### config.mk
export PLATFORM = sky130hd
export DESIGN_NAME = trig_sequencer
export DESIGN_NICKNAME = d
export VERILOG_FILES = /design/src/rtl/trig_seq_pkg.sv /design/src/rtl/schmitt_edge.sv /design/src/rtl/trig_sequencer.sv
export SDC_FILE = /design/constraint.sdc
export NUM_CORES = 1
export LEC_CHECK = 0
export CORE_UTILIZATION = 36
export CTS_CLUSTER_SIZE = 30
export DETAILED_ROUTE_END_ITERATION = 7
export PLACE_DENSITY = 0.75
export RECOVER_POWER = 100
export SLEW_MARGIN = 20
export SYNTH_ARGS = -nofsm -noshare
export SYNTH_HDL_FRONTEND = slang
export SYNTH_SLANG_ARGS = --single-unit
### constraint.sdc
create_clock -name sample_clk -period 3.55 [get_ports sample_clk]
set_input_delay 0.71 -clock sample_clk [delete_from_list [all_inputs] [get_ports sample_clk]]
set_output_delay 0.71 -clock sample_clk [all_outputs]
set_load 0.05 [all_outputs]
### src/rtl/trig_seq_pkg.sv
// rtl/trig_seq_pkg.sv - shared constants, gate FSM states and mV scaling helper for trig_sequencer
//
// Purpose : default thresholds/levels in millivolts, the gate FSM state type and
//           the millivolt-to-counts conversion used by every CV comparison.
// Ports   : none (package).

package trig_seq_pkg;

    localparam int DEF_FP_OFFSET    = 2;
    localparam int DEF_THRESH_HI_MV = 1000;
    localparam int DEF_THRESH_LO_MV = 500;
    localparam int DEF_GATE_MV      = 5000;
    localparam int DEF_STEP_MV      = 250;

    typedef enum logic [1:0] {
        IDLE = 2'd0,
        GATE = 2'd1,
        GAP  = 2'd2
    } gate_state_t;

    // Millivolts to sample counts: counts = mV <<< fp_offset.
    function automatic int from_mv(input int mv, input int fp_offset);
        return mv <<< fp_offset;
    endfunction

endpackage

### src/rtl/schmitt_edge.sv
// rtl/schmitt_edge.sv - Schmitt-trigger CV conditioner with registered state and rising-edge flag
//
// Purpose : turns a noisy CV into a clean logic level with hysteresis and flags
//           the cycle after the level goes 0->1.
// Ports   : clk   - sample clock
//           rst   - synchronous active-high reset
//           in    - signed CV sample, W bits
//           state - registered Schmitt level
//           rise  - high for one cycle after state goes 0->1

module schmitt_edge #(
    parameter int                  W  = 16,
    parameter logic signed [W-1:0] HI = '0,
    parameter logic signed [W-1:0] LO = '0
) (
    input  logic                clk,
    input  logic                rst,
    input  logic signed [W-1:0] in,
    output logic                state,
    output logic                rise
);

    logic state_q;
    logic prev_q;

    always_ff @(posedge clk) begin
        if (rst) begin
            state_q <= 1'b0;
            prev_q  <= 1'b0;
        end else begin
            prev_q <= state_q;
            if (in >= HI) begin
                state_q <= 1'b1;
            end else if (in < LO) begin
                state_q <= 1'b0;
            end
        end
    end

    assign state = state_q;
    // Both operands are registers, so the edge is consumed one edge after the level was captured.
    assign rise  = state_q & ~prev_q;

endmodule

### src/rtl/trig_sequencer.sv
// rtl/trig_sequencer.sv - pattern-driven trigger sequencer with fixed-width gate output
//
// Purpose : steps an N-step on/off pattern on each clock-CV edge and emits a
//           GATE_SAMPLES-wide gate on every active step, with a one-sample low gap
//           on retrigger so the downstream sampler re-arms.
// Ports   : sample_clk  - sole clock, one edge per audio sample
//           rst         - synchronous active-high reset
//           sample_in0  - clock CV
//           sample_in1  - pattern-restart CV
//           sample_in2  - pattern select CV (high selects PATTERN_B)
//           sample_in3  - passthrough
//           sample_out0 - trigger gate (0 or GATE_MV)
//           sample_out1 - GATE_MV while on step 0, else 0
//           sample_out2 - step CV, step_idx * STEP_MV
//           sample_out3 - sample_in3, combinational

module trig_sequencer
    import trig_seq_pkg::*;
#(
    parameter int          W            = 16,
    parameter int          FP_OFFSET    = DEF_FP_OFFSET,
    parameter int          N_STEPS      = 16,
    parameter logic [31:0] PATTERN_A    = 32'h0000_8888,
    parameter logic [31:0] PATTERN_B    = 32'h0000_AAAA,
    parameter int          GATE_SAMPLES = 480,
    parameter int          THRESH_HI_MV = DEF_THRESH_HI_MV,
    parameter int          THRESH_LO_MV = DEF_THRESH_LO_MV,
    parameter int          GATE_MV      = DEF_GATE_MV,
    parameter int          STEP_MV      = DEF_STEP_MV
) (
    input  logic                sample_clk,
    input  logic                rst,
    input  logic signed [W-1:0] sample_in0,
    input  logic signed [W-1:0] sample_in1,
    input  logic signed [W-1:0] sample_in2,
    input  logic signed [W-1:0] sample_in3,
    output logic signed [W-1:0] sample_out0,
    output logic signed [W-1:0] sample_out1,
    output logic signed [W-1:0] sample_out2,
    output logic signed [W-1:0] sample_out3
);

    localparam int STEP_W = $clog2(N_STEPS);
    localparam int CNT_W  = $clog2(GATE_SAMPLES + 1);

    localparam logic signed [W-1:0] HI_CNT     = W'(from_mv(THRESH_HI_MV, FP_OFFSET));
    localparam logic signed [W-1:0] LO_CNT     = W'(from_mv(THRESH_LO_MV, FP_OFFSET));
    localparam logic signed [W-1:0] GATE_CNT   = W'(from_mv(GATE_MV, FP_OFFSET));
    localparam logic        [W-1:0] STEP_CNT   = W'(from_mv(STEP_MV, FP_OFFSET));
    localparam logic   [STEP_W-1:0] LAST_STEP  = STEP_W'(N_STEPS - 1);
    localparam logic    [CNT_W-1:0] CNT_RELOAD = CNT_W'(GATE_SAMPLES - 1);

    // Elaboration-time parameter checks.
    if (N_STEPS < 2 || N_STEPS > 32) begin : g_bad_n_steps
        $error("trig_sequencer: N_STEPS must be in 2..32");
    end
    if (GATE_SAMPLES < 1) begin : g_bad_gate_samples
        $error("trig_sequencer: GATE_SAMPLES must be at least 1");
    end
    if (from_mv(N_STEPS * STEP_MV, FP_OFFSET) >= (1 <<< (W - 1))) begin : g_bad_step_range
        $error("trig_sequencer: N_STEPS*STEP_MV does not fit in W-1 bits");
    end

    // CV conditioning
    logic clk_state, clk_rise;
    logic rst_state, rst_rise;
    logic sel_state, sel_rise;

    schmitt_edge #(.W(W), .HI(HI_CNT), .LO(LO_CNT)) u_clk_cv (
        .clk   (sample_clk),
        .rst   (rst),
        .in    (sample_in0),
        .state (clk_state),
        .rise  (clk_rise)
    );

    schmitt_edge #(.W(W), .HI(HI_CNT), .LO(LO_CNT)) u_restart_cv (
        .clk   (sample_clk),
        .rst   (rst),
        .in    (sample_in1),
        .state (rst_state),
        .rise  (rst_rise)
    );

    schmitt_edge #(.W(W), .HI(HI_CNT), .LO(LO_CNT)) u_select_cv (
        .clk   (sample_clk),
        .rst   (rst),
        .in    (sample_in2),
        .state (sel_state),
        .rise  (sel_rise)
    );

    // Levels of the clock/restart inputs and the edge of the select input have no consumer.
    logic unused_cv_bits;
    assign unused_cv_bits = clk_state ^ rst_state ^ sel_rise;

    // Step counter
    logic [STEP_W-1:0] step_idx, step_nxt;
    logic              armed, armed_nxt;
    logic       [31:0] pattern;
    logic              fire;

    always_comb begin
        step_nxt  = step_idx;
        armed_nxt = armed;
        if (rst_rise) begin
            // Restart beats advance; a coincident clock edge consumes the arm so step 0 plays now.
            step_nxt  = '0;
            armed_nxt = ~clk_rise;
        end else if (clk_rise) begin
            if (armed) begin
                armed_nxt = 1'b0;
            end else if (step_idx == LAST_STEP) begin
                step_nxt = '0;
            end else begin
                step_nxt = step_idx + STEP_W'(1);
            end
        end
        pattern = sel_state ? PATTERN_B : PATTERN_A;
        fire    = clk_rise & pattern[step_nxt];
    end

    // Gate FSM
    gate_state_t      gate_state, gate_nxt;
    logic [CNT_W-1:0] gate_cnt, cnt_nxt;

    always_comb begin
        gate_nxt = gate_state;
        cnt_nxt  = gate_cnt;
        case (gate_state)
            IDLE: begin
                if (fire) begin
                    gate_nxt = GATE;
                    cnt_nxt  = CNT_RELOAD;
                end
            end
            GATE: begin
                if (fire) begin
                    gate_nxt = GAP;
                end else if (gate_cnt == '0) begin
                    gate_nxt = IDLE;
                end else begin
                    cnt_nxt = gate_cnt - CNT_W'(1);
                end
            end
            GAP: begin
                // A fire seen here is absorbed: the low sample is always exactly one cycle.
                gate_nxt = GATE;
                cnt_nxt  = CNT_RELOAD;
            end
            default: begin
                gate_nxt = IDLE;
                cnt_nxt  = '0;
            end
        endcase
    end

    // Output values, registered alongside the state they describe
    logic signed [W-1:0] out0_nxt, out1_nxt, out2_nxt;

    always_comb begin
        out0_nxt = (gate_nxt == GATE) ? GATE_CNT : '0;
        out1_nxt = (step_nxt == '0) ? GATE_CNT : '0;
        out2_nxt = W'(step_nxt) * STEP_CNT;
    end

    always_ff @(posedge sample_clk) begin
        if (rst) begin
            step_idx    <= '0;
            armed       <= 1'b1;
            gate_state  <= IDLE;
            gate_cnt    <= '0;
            sample_out0 <= '0;
            sample_out1 <= '0;
            sample_out2 <= '0;
        end else begin
            step_idx    <= step_nxt;
            armed       <= armed_nxt;
            gate_state  <= gate_nxt;
            gate_cnt    <= cnt_nxt;
            sample_out0 <= out0_nxt;
            sample_out1 <= out1_nxt;
            sample_out2 <= out2_nxt;
        end
    end

    assign sample_out3 = sample_in3;

endmodule

* After elaboration in Yosys (flattened, before gate mapping)
Cells that the tools add are included.
Storage, ports and cells: logic and storage cells 69, register bits after elaboration 69
Cells by class: order comparisons 7, bitwise operators 6, add/sub/neg operators 2, multiplexer cells 25, equal/unequal tests 7, multiply operators 1, reduce and logical (&&, ||, !) cells 8
Operators with widths (count):
- 16-bit by 13-bit >= comparator with 1-bit output (second input constant) | 3
- 16-bit by 12-bit less-than comparator with 1-bit output (second input constant) | 3
- 15-bit two-way mux | 2
- 9-bit two-way mux | 3
- 9-bit one-hot mux with 3 select lines | 1
- 4-bit two-way mux | 4
- 14-bit two-way mux | 1
- 4-bit by 7-bit multiplier with 11-bit output (second input constant) | 1
- 9-bit logical NOT | 1
- 1-bit two-way mux | 9
- 9-bit by 1-bit subtractor with 9-bit output (second input constant) | 1
- 2-bit nonzero test | 4
- 4-bit by 6-bit less-than comparator with 1-bit output (second input constant) | 1
- 2-bit two-way mux | 3
- 2-bit != test (second input constant) | 3
- 2-bit one-hot mux with 3 select lines | 1
- 4-bit by 1-bit adder with 4-bit output (second input constant) | 1
- 1-bit binary-select mux with 4-bit select | 1
- 2-bit by 1-bit == test with 1-bit output (second input constant) | 2
- 4-bit == test (second input constant) | 1
- 4-bit logical NOT | 1
- 1-bit bitwise AND | 3
- 1-bit NOT | 3
- 3-bit AND reduction | 1
- other kinds (2) | 2

* Longest topological paths before layout
Gate-level depths: netlist of run 1.
depth in word-level cells 12, mapped depth 15, depth with buffers taken out 15

* Modules after synthesis
A second synthesis of run 1 with hierarchy kept.
Second synthesis, totals: cell total of the unflattened synthesis 267, area total of the unflattened synthesis 2366.0 um^2
By module, submodules not included:
- trig_sequencer | sequential area each 540.5 um^2, cells each 234, instances 1, area each 2073.2 um^2
- schmitt_edge | sequential area each 40.0 um^2, cells each 11, instances 3, area each 97.6 um^2

* Worst setup path after synthesis of run 1
Ideal clock, no wire load.
path kind register -> register, start register armed, end register sample_out2[13], path buffers 0, data required time 3429 ps, setup time 121 ps, data arrival time 3497 ps, period minus slack after synthesis 3618 ps, slack -68 ps, stages on the path, launching flop included 14, cells stage by stage dfxtp_1 > nor3b_2 > nand2_1 > xnor2_1 > or2_2 > inv_1 > fa_1 > fa_1 > ha_1 > o21ai_0 > o21bai_1 > a21oi_1 > o21ai_1 > mux2_2
Between the ends: word-level cells in the longest chain between the ends 4
RTL lines:
- from (decl) | line trig_sequencer.sv:99 | logic armed, armed_nxt;
- from (signal assigned) | line trig_sequencer.sv:178 | armed <= armed_nxt;
- 4-bit two-way mux | line trig_sequencer.sv:111 | if (armed) begin
- 4-bit two-way mux | line trig_sequencer.sv:110 | end else if (clk_rise) begin
- 4-bit two-way mux | line trig_sequencer.sv:106 | if (rst_rise) begin
- named net step_nxt[2] | line trig_sequencer.sv:98 | logic [STEP_W-1:0] step_idx, step_nxt;
- 4-bit by 7-bit multiplier with 11-bit output | line trig_sequencer.sv:164 | out2_nxt = W'(step_nxt) * STEP_CNT;
- to (signal assigned) | line trig_sequencer.sv:183 | sample_out2 <= out2_nxt;
- to (decl) | line trig_sequencer.sv:39 | output logic signed [W-1:0] sample_out2,
The timed path passes the listed nets, and every way through them passes these cells. A chain may end at the register's enable or synchronous reset.

* Final worst setup path of run 1
start register u_clk_cv.prev_q, end register sample_out2[12]
Between the ends: word-level cells in the longest chain between the ends 5
RTL lines:
- from (decl) | line schmitt_edge.sv:24 | logic prev_q;
- from (signal assigned) | line schmitt_edge.sv:31 | prev_q <= state_q;
- 1-bit NOT | line schmitt_edge.sv:42 | assign rise = state_q & ~prev_q;
- 1-bit bitwise AND | line schmitt_edge.sv:42
- 4-bit two-way mux | line trig_sequencer.sv:110
- 4-bit two-way mux | line trig_sequencer.sv:106
- 4-bit by 7-bit multiplier with 11-bit output | line trig_sequencer.sv:164
Every way passes these cells.

==> key figures, run 1 <==
Status
  – Outcome: finished with violations
  – Failing checks: DRC

GRT
  – First-pass GRT wire length: 8300 um
  – Initial antenna violation count: 0
  – Grt ovf: 0
  – Vias in the first global route: 1983
  – GRT Total Usage: 0.142
  – Largest net degree at the start of global routing: 26

Timing
  – Max Slew Vio Count: 0
  – Fmax: 0.287 GHz
  – Fin Setup TNS: 0 ns
  – Hold Vio Cnt, Final: 0
  – Worst setup margin: 0.0658 ns
  – Hold slack: 0.497 ns
  – Tmin final: 3.48 ns
  – Final Cycle Share: 0.981
  – Worst-Margin Slew: 0.761 ns
  – Unrepaired setup endpoints after global routing: true
  – Final setup violation count: 0
  – Worst slew margin: 0.492
  – Worst clock skew: 0.00779 ns

Setup path
  – CP Max Fanout: 4
  – CP Launch Type: register
  – Crit path to: sample_out2[12]$_SDFF_PP0_
  – RR Endpoint: sample_out2[12]$_SDFF_PP0_
  – Critical path depth: 13
  – R2R depth: 13
  – Crit path kind: register to register
  – Worst EP required: 3.76 ns
  – Worst Path Buf+Inv: 2
  – Cell Chain, Critical Path: nor3b_4, buf_6, mux2i_2, or2_2, inv_1, fa_2, fa_1, ha_4, a21o_1, a311o_1, o311ai_2, a21oi_1, nor3b_1
  – Worst r2r src: u_clk_cv.prev_q$_SDFF_PP0_
  – Crit path DAT: 3.69 ns
  – Worst Setup End Kind: register
  – CP startpoint: u_clk_cv.prev_q$_SDFF_PP0_
  – Slowest cell on the critical path: fa_2
  – Crit path largest cell delay: 0.58 ns
  – Family with the most delay on the worst path: adder cells
  – R2r setup slk: 0.07 ns

Detailed routing
  – Via count: 2117
  – Drt pass-1 iters: 8
  – DRC: 8
  – Post-route ant nets: 0
  – Drt initial violations: 150
  – Routed wire length: 4970 um
  – Vias/cell: 5.06
  – Wirelength per Cell: 11.9 um

Power
  – Leak: 1.36 nW
  – PD cells: 266 nW/um2
  – Worst vdd ir: 122 uV

Clock network
  – Num Clock Sinks: 32
  – TritonCTS clock tree: built
  – Worst-path clk slew: 0.07 ns
  – Root buffer cell: clkbuf_8
  – Hold_buf cts: 0
  – Clock tree buffer depth: 2
  – Clock Latency Late Sink: 0.28 ns
  – Total CTS buffers: 5
  – H-Tree Depth: 2

Place
  – DPL Wire Length: 3690 um
  – Pre-CTS WS: -0.0516 ns
  – Port bufs: 58
  – GPL Wtd Cong: 0.812

Final layout
  – Multi-input logic area: 1510 um2
  – N_diodes: 0
  – Register area: 649 um2
  – Share of cells above drive strength 1: 0.199
  – Nets: 431
  – Layout area overhead: 31.5%
  – FILL cells: 622

Floorplan
  – Initial Util: 0.379
  – Die width: 84.5 um
  – Core Rows: 29
  – IO Count: 130
  – Die Area: 7130 um2
  – Core box area: 6460 um2
  – Die height: 84.5 um

Synth
  – Yosys warns: 0
  – Synth Cell Area: 2450 um2
  – Count of cell types in the netlist: 56
  – Syn Area/Cell: 8.71 um2
  – Ys flop type: dfxtp_1
  – Cells after Synth: 281
  – Yosys reg bits: 32
  – Number of synthesized flops with an enable pin: 0
  – Async set-reset flop share out of synthesis: 0
  – Synth area leaders: dfxtp_1 26%, buf_4 16%, ha_1 8.7%, fa_1 5.7%, nor2_1 3.4%
  – Post-synthesis sequential area ratio: 0.262
  – Largest area contributor in the netlist: dfxtp_1
  – Yosys top cell area share: 0.262

Worst hold path
  – Worst Hold Class: register to register
  – Worst hold start: gate_cnt[8]$_SDFFE_PP0P_

Job
  – Max Cap Violations: 0
-- cells in the final DEF (no fill, tap or decap), types with 7 or more instances in the layout --
cell type,count
o21ai_0,9
clkbuf_8,7
nor2_1,22
ha_1,13
dfxtp_1,29
inv_1,11
a21oi_1,11
buf_4,26
conb_1,27
nor2b_1,9
nor3_1,7
clkdlybuf4s50_1,56
-- timing repair --
item                       CTS  global route
buffers inserted             0             4
setup endpoints to repair    2             3
resized for setup            4            23
cloned                       0             0
pin swaps                    0            17
-- metal layers --
layer / track usage / share of wire / vias up
li1: - / - / 1037
met2: 0.255 / 0.49 / 100
met5: 0 / 0 / -
met3: 0.0334 / 0.057 / 14
met1: 0.165 / 0.44 / 966
met4: 0.0493 / 0.014 / 0
-- per-stage QoR --
stage / cell area, um2 / utilization / power, mW / instances
6_report: 3220 / 0.498 / 0.856 / 418
5_1_grt: 3220 / 0.498 / 0.901 / 418
4_1_cts: 3110 / 0.482 / 0.865 / 414
3_5_place_dp: 2990 / 0.463 / 0.560 / 407
3_3_place_gp: 2990 / 0.463 / 0.557 / 407
2_1_floorplan: 2550 / - / 0.568 / 307
-- worst min path at each step --
stage,end,slack (ns),cells past startpoint
finish,gate_cnt[8]$_SDFFE_PP0P_,0.50,2
global route,gate_cnt[8]$_SDFFE_PP0P_,0.53,2
CTS,gate_cnt[8]$_SDFFE_PP0P_,0.50,2
detailed placement,gate_cnt[8]$_SDFFE_PP0P_,0.49,2
global placement,gate_cnt[8]$_SDFFE_PP0P_,0.47,2
floorplan,gate_cnt[8]$_SDFFE_PP0P_,0.45,2
-- report_power, final --
group	switching [mW]	total, mW	internal, mW
registers	0.00475	0.369	0.364
logic	0.117	0.185	0.0686
clock network	0.129	0.302	0.173
-- layout make-up --
type / instances / share of cell area
Tap cell: 77 / 0.0299
Multi-Input combinational cell: 200 / 0.469
Timing Repair Buffer: 89 / 0.254
Sequential cell: 32 / 0.202
Inverter: 13 / 0.0152
Clock buffer: 7 / 0.0299
-- logic make-up (layout without fill, tap and decap cells) --
| group | Yosys count | in the layout | synth area share |
|---|---|---|---|
| AO/OA/AOI/OAI | 71 | 71 | 0.209 |
| XOR/XNOR | 4 | 4 | 0.0143 |
| adder cells (fa/ha/maj) | 24 | 24 | 0.144 |
| buffers and inverters | 75 | 109 | 0.198 |
| flip-flops | 32 | 32 | 0.262 |
| multiplexers | 3 | 3 | 0.0128 |
| other | 1 | 27 | 0.00153 |
| AND/OR/NAND/NOR | 71 | 71 | 0.158 |
-- registers in the layout, indices dropped and copies added (netlist names) --
| register | count |
|---|---|
| step_idx | 2 |
| armed | 1 |
| sample_out2 | 11 |
| gate_state | 2 |
| gate_cnt | 9 |
| u_clk_cv.prev_q | 1 |
| u_select_cv.state | 1 |
| u_restart_cv.state | 1 |
| u_clk_cv.state | 1 |
| u_restart_cv.prev_q | 1 |
| sample_out1 | 1 |
| sample_out0 | 1 |
-- worst min-delay path, cell delays in order, from the launching register on --
cell and delay [ns]:
dfxtp_1 0.31, nand2b_1 0.07, a22oi_1 0.06
-- cells in the mapped netlist, drive strengths merged (4+ instances only) --
master / n
fa: 7
nand2: 4
nor3: 7
o21ai: 13
nand4: 4
nand2b: 4
a21oi: 13
or2: 4
clkbuf: 5
inv: 13
nor2b: 9
a311o: 4
ha: 17
dfxtp: 32
nor2: 22
a31o: 4
buf: 57
nand3: 4
a31oi: 4
a211oi: 7
(Power assumes the default switching activity.)
==> run 2: changes to the inputs <==
--- a/config.mk
+++ b/config.mk
@@ -5,6 +5,7 @@
 export SDC_FILE = /design/constraint.sdc
 export NUM_CORES = 1
 export LEC_CHECK = 0
+export CAP_MARGIN = 20
 export CORE_UTILIZATION = 36
 export CTS_CLUSTER_SIZE = 30
 export DETAILED_ROUTE_END_ITERATION = 7
==> results of run 2 <==
No change in the layout: final DEF, timing and power equal those of run 1.
==> run 3: changes to the inputs <==
--- a/config.mk
+++ b/config.mk
@@ -14,4 +14,5 @@
 export SLEW_MARGIN = 20
 export SYNTH_ARGS = -nofsm -noshare
 export SYNTH_HDL_FRONTEND = slang
+export SYNTH_HIERARCHICAL = 1
 export SYNTH_SLANG_ARGS = --single-unit
==> constraint.sdc (replaced) <==
create_clock -name sample_clk -period 3.1 [get_ports sample_clk]
set_input_delay 0.62 -clock sample_clk [delete_from_list [all_inputs] [get_ports sample_clk]]
set_output_delay 0.62 -clock sample_clk [all_outputs]
set_load 0.05 [all_outputs]
==> run 3 against run 2 <==
The flow finishes with violations (setup timing); area after synthesis decreased by 4.7%; sequential share of layout area decreased by 0.26 points; utilization increased by 3.0 points; final area increased by 0.16%; flip-flop and latch count unchanged; fmax increased by 2.2%; global-route usage increased by 0.91 points; critical path type unchanged; synthesized cell count decreased by 6.0%; first-iteration DRC count decreased by 42%.
==> key figures, run 3 <==
Place
  – GPL Wtd Cong: 0.813 (+0.12%)
  – DPL Wire Length: 3850 um (+4.4%)
  – Placed Area: 2960 um2 (-1.2%)
  – Port bufs: 58 (unchanged)

Timing
  – Max Slew Vio Count: 0 (unchanged)
  – Worst clock skew: 0.0112 ns (+0.00337 ns)
  – Final Cycle Share: 1.10 (+0.118)
  – Hold slack: 0.480 ns (-0.0173 ns)
  – Worst-Margin Slew: 0.618 ns (-0.144 ns)
  – Fmax: 0.293 GHz (+2.2%)
  – Worst setup margin: -0.310 ns (-0.376 ns)
  – Final setup violation count: 4 (+4)
  – Tmin final: 3.41 ns (-0.0744 ns)
  – Unrepaired setup endpoints after global routing: true
  – Fin Setup TNS: -1.08 ns (-1.08 ns)
  – Worst slew margin: 0.584 (+0.0921)
  – Hold Vio Cnt, Final: 0 (unchanged)

Detailed routing
  – Drt initial violations: 87 (-42%)
  – Post-route ant nets: 0 (unchanged)
  – Drt pass-1 iters: 5 (-3)
  – Wirelength per Cell: 12.4 um (+4.4%)
  – Via count: 1978 (-6.6%)
  – Vias/cell: 4.80 (-5.2%)
  – Routed wire length: 5110 um (+2.9%)
  – DRC: 0 (-8)

GRT
  – First-pass GRT wire length: 7870 um (-5.2%)
  – Met3 GRT Util: 0.0319 (-0.00156)
  – GRT Total Usage: 0.151 (+0.00907)
  – Most crowded layer after global routing: met2
  – GR Util met1: 0.179 (+0.0141)
  – Grt ovf: 0 (unchanged)
  – Vias in the first global route: 1831 (-7.7%)
  – Initial antenna violation count: 0 (unchanged)
  – Largest net degree at the start of global routing: 14 (-46%)
  – M2 GR Usage: 0.260 (+0.00466)

Power
  – Leak: 1.38 nW (+1.6%)
  – Total power draw: 1.08 mW (+26%)
  – PD cells: 334 nW/um2 (+26%)
  – Worst vdd ir: 147 uV (+20%)
  – Seq pwr share: 0.399 (-0.032)
  – Combinational power share: 0.231 (+0.015)
  – Pint: 754 uW (+25%)
  – Switching share of power: 0.301 (+0.00780)
  – Switch Pwr: 324 uW (+29%)
  – Clock group share of total power: 0.371 (+0.018)

Clock network
  – Total CTS buffers: 5 (unchanged)
  – Num Clock Sinks: 32 (unchanged)
  – Clock Latency Late Sink: 0.29 ns (about the same)
  – Root buffer cell: clkbuf_8
  – H-Tree Depth: 2 (unchanged)
  – TritonCTS clock tree: built
  – Clock tree buffer depth: 2 (unchanged)
  – Worst-path clk slew: 0.07 ns (about the same)

Final layout
  – Commonest non-fill, non-tap cell in the layout: clkdlybuf4s50_1
  – N_diodes: 0 (unchanged)
  – Share of cells above drive strength 1: 0.237 (+0.0380)
  – Largest register FFs: 11 (unchanged)
  – Design area: 3220 um2 (+0.16%)
  – Largest register by flop count: sample_out2
  – Nets: 426 (-1.2%)
  – Regs by FF count: sample_out2: 11 flops, gate_cnt: 9 flops
  – FILL cells: 566 (-9.0%)
  – Layout area overhead: 38.2%
  – Most frequent cells in the layout: 58 x clkdlybuf4s50_1, 36 x buf_4, 31 x dfxtp_1

Setup path
  – Crit path DAT: 3.60 ns (-0.09 ns)
  – Crit path kind: register to register
  – CP Launch Type: register
  – Worst Setup End Kind: register
  – RR Endpoint: sample_out2[12]$_SDFF_PP0_
  – R2r setup slk: -0.31 ns (-0.38 ns)
  – Worst r2r src: u_clk_cv/state$_SDFFE_PP0P_
  – Worst EP required: 3.29 ns (-0.47 ns)
  – R2R depth: 18 (+5)
  – CP Max Fanout: 3 (-1)

Worst hold path
  – Worst hold start: gate_cnt[7]$_SDFFE_PP0P_
  – Hold endpoint: gate_cnt[7]$_SDFFE_PP0P_
  – WHS Path Cells: 1 (-1)
  – Worst Hold Class: register to register

Floorplan
  – Die width: 82.5 um (-2.3%)
  – Core Rows: 28 (-3.4%)
  – IO Count: 130 (unchanged)
  – Core box area: 6100 um2 (-5.6%)
  – Initial Util: 0.383 (+0.00388)
  – Die height: 82.5 um (-2.3%)
  – Die Area: 6810 um2 (-4.5%)

Synth
  – Yosys warns: 6 (+6)
  – Cells after Synth: 264 (-6.0%)
  – Synth Cell Area: 2330 um2 (-4.7%)
  – Syn Area/Cell: 8.84 um2 (+1.5%)

Job
  – Max Cap Violations: 0 (unchanged)

Status
  – Outcome: finished with violations
  – Failing checks: setup timing
-- run 3: repair_timing --
item                                    in CTS  in global routing
setup buffers                                4                  4
endpoints found under the hold margin        0                  0
resized for setup                            4                 20
endpoints found under the setup margin       4                  6
hold buffers                                 0                  0
pin swaps                                    6                 10
-- run 3: worst max-delay path by stage --
stage / start / to / slack [ns] / cells after the start
after floorplan: u_clk_cv/state$_SDFFE_PP0P_ / sample_out2[13]$_SDFF_PP0_ / -0.31 / 14
after global placement: u_clk_cv/state$_SDFFE_PP0P_ / sample_out2[13]$_SDFF_PP0_ / -0.33 / 16
after detailed placement: u_clk_cv/state$_SDFFE_PP0P_ / sample_out2[12]$_SDFF_PP0_ / -0.37 / 16
after CTS: u_clk_cv/state$_SDFFE_PP0P_ / sample_out2[12]$_SDFF_PP0_ / -0.31 / 16
after global routing: u_clk_cv/state$_SDFFE_PP0P_ / sample_out2[12]$_SDFF_PP0_ / -0.46 / 18
final: u_clk_cv/state$_SDFFE_PP0P_ / sample_out2[12]$_SDFF_PP0_ / -0.31 / 18
-- run 3: area by class of cell --
cell class | count | area (um2) | area share
Clock inverter | 2 | 35.0 | 0.0109
Sequential cell | 32 | 642 | 0.199
Clock buffer | 6 | 72.6 | 0.0225
Inverter | 20 | 75.1 | 0.0233
Multi-Input combinational cell | 181 | 1430 | 0.444
Timing Repair Buffer | 96 | 873 | 0.271
Tap cell | 75 | 93.8 | 0.0291
-- run 3: worst max-delay path, cell delays in order (launching register included) --
cell and delay [ns]:
dfxtp_2 0.33, nor2b_4 0.14, nor2b_4 0.21, buf_6 0.14
nand2_4 0.05, xnor2_1 0.12, nand2b_1 0.11, inv_2 0.06
fa_2 0.57, inv_2 0.05, fa_1 0.49, inv_2 0.05
ha_4 0.24, a21o_1 0.15, a21o_1 0.17, a21oi_2 0.15
o21ai_2 0.07, xnor2_1 0.17, nor2_1 0.05
-- run 3: stage by stage --
stage,utilization,worst slack [ns],cells
final,0.529,-0.310,412
after detailed placement,0.485,-0.368,396
after global placement,0.485,-0.328,396
after CTS,0.510,-0.307,408
after global routing,0.529,-0.457,412
after floorplan,-,-0.307,290
-- run 3: routing by layer --
layer	up-vias	routed length, um
li1	993	-
met1	913	2120
met2	60	2680
met3	12	223
met4	0	93
met5	-	0
-- run 3: power by group through the flow --
| stage | clock network [mW] | logic [mW] | registers, mW |
|---|---|---|---|
| after floorplan | 0 | 0.239 | 0.446 |
| final | 0.400 | 0.249 | 0.430 |
| after global placement | 0 | 0.237 | 0.439 |
| after global routing | 0.433 | 0.264 | 0.431 |
| after detailed placement | 0 | 0.241 | 0.439 |
| after CTS | 0.411 | 0.243 | 0.430 |
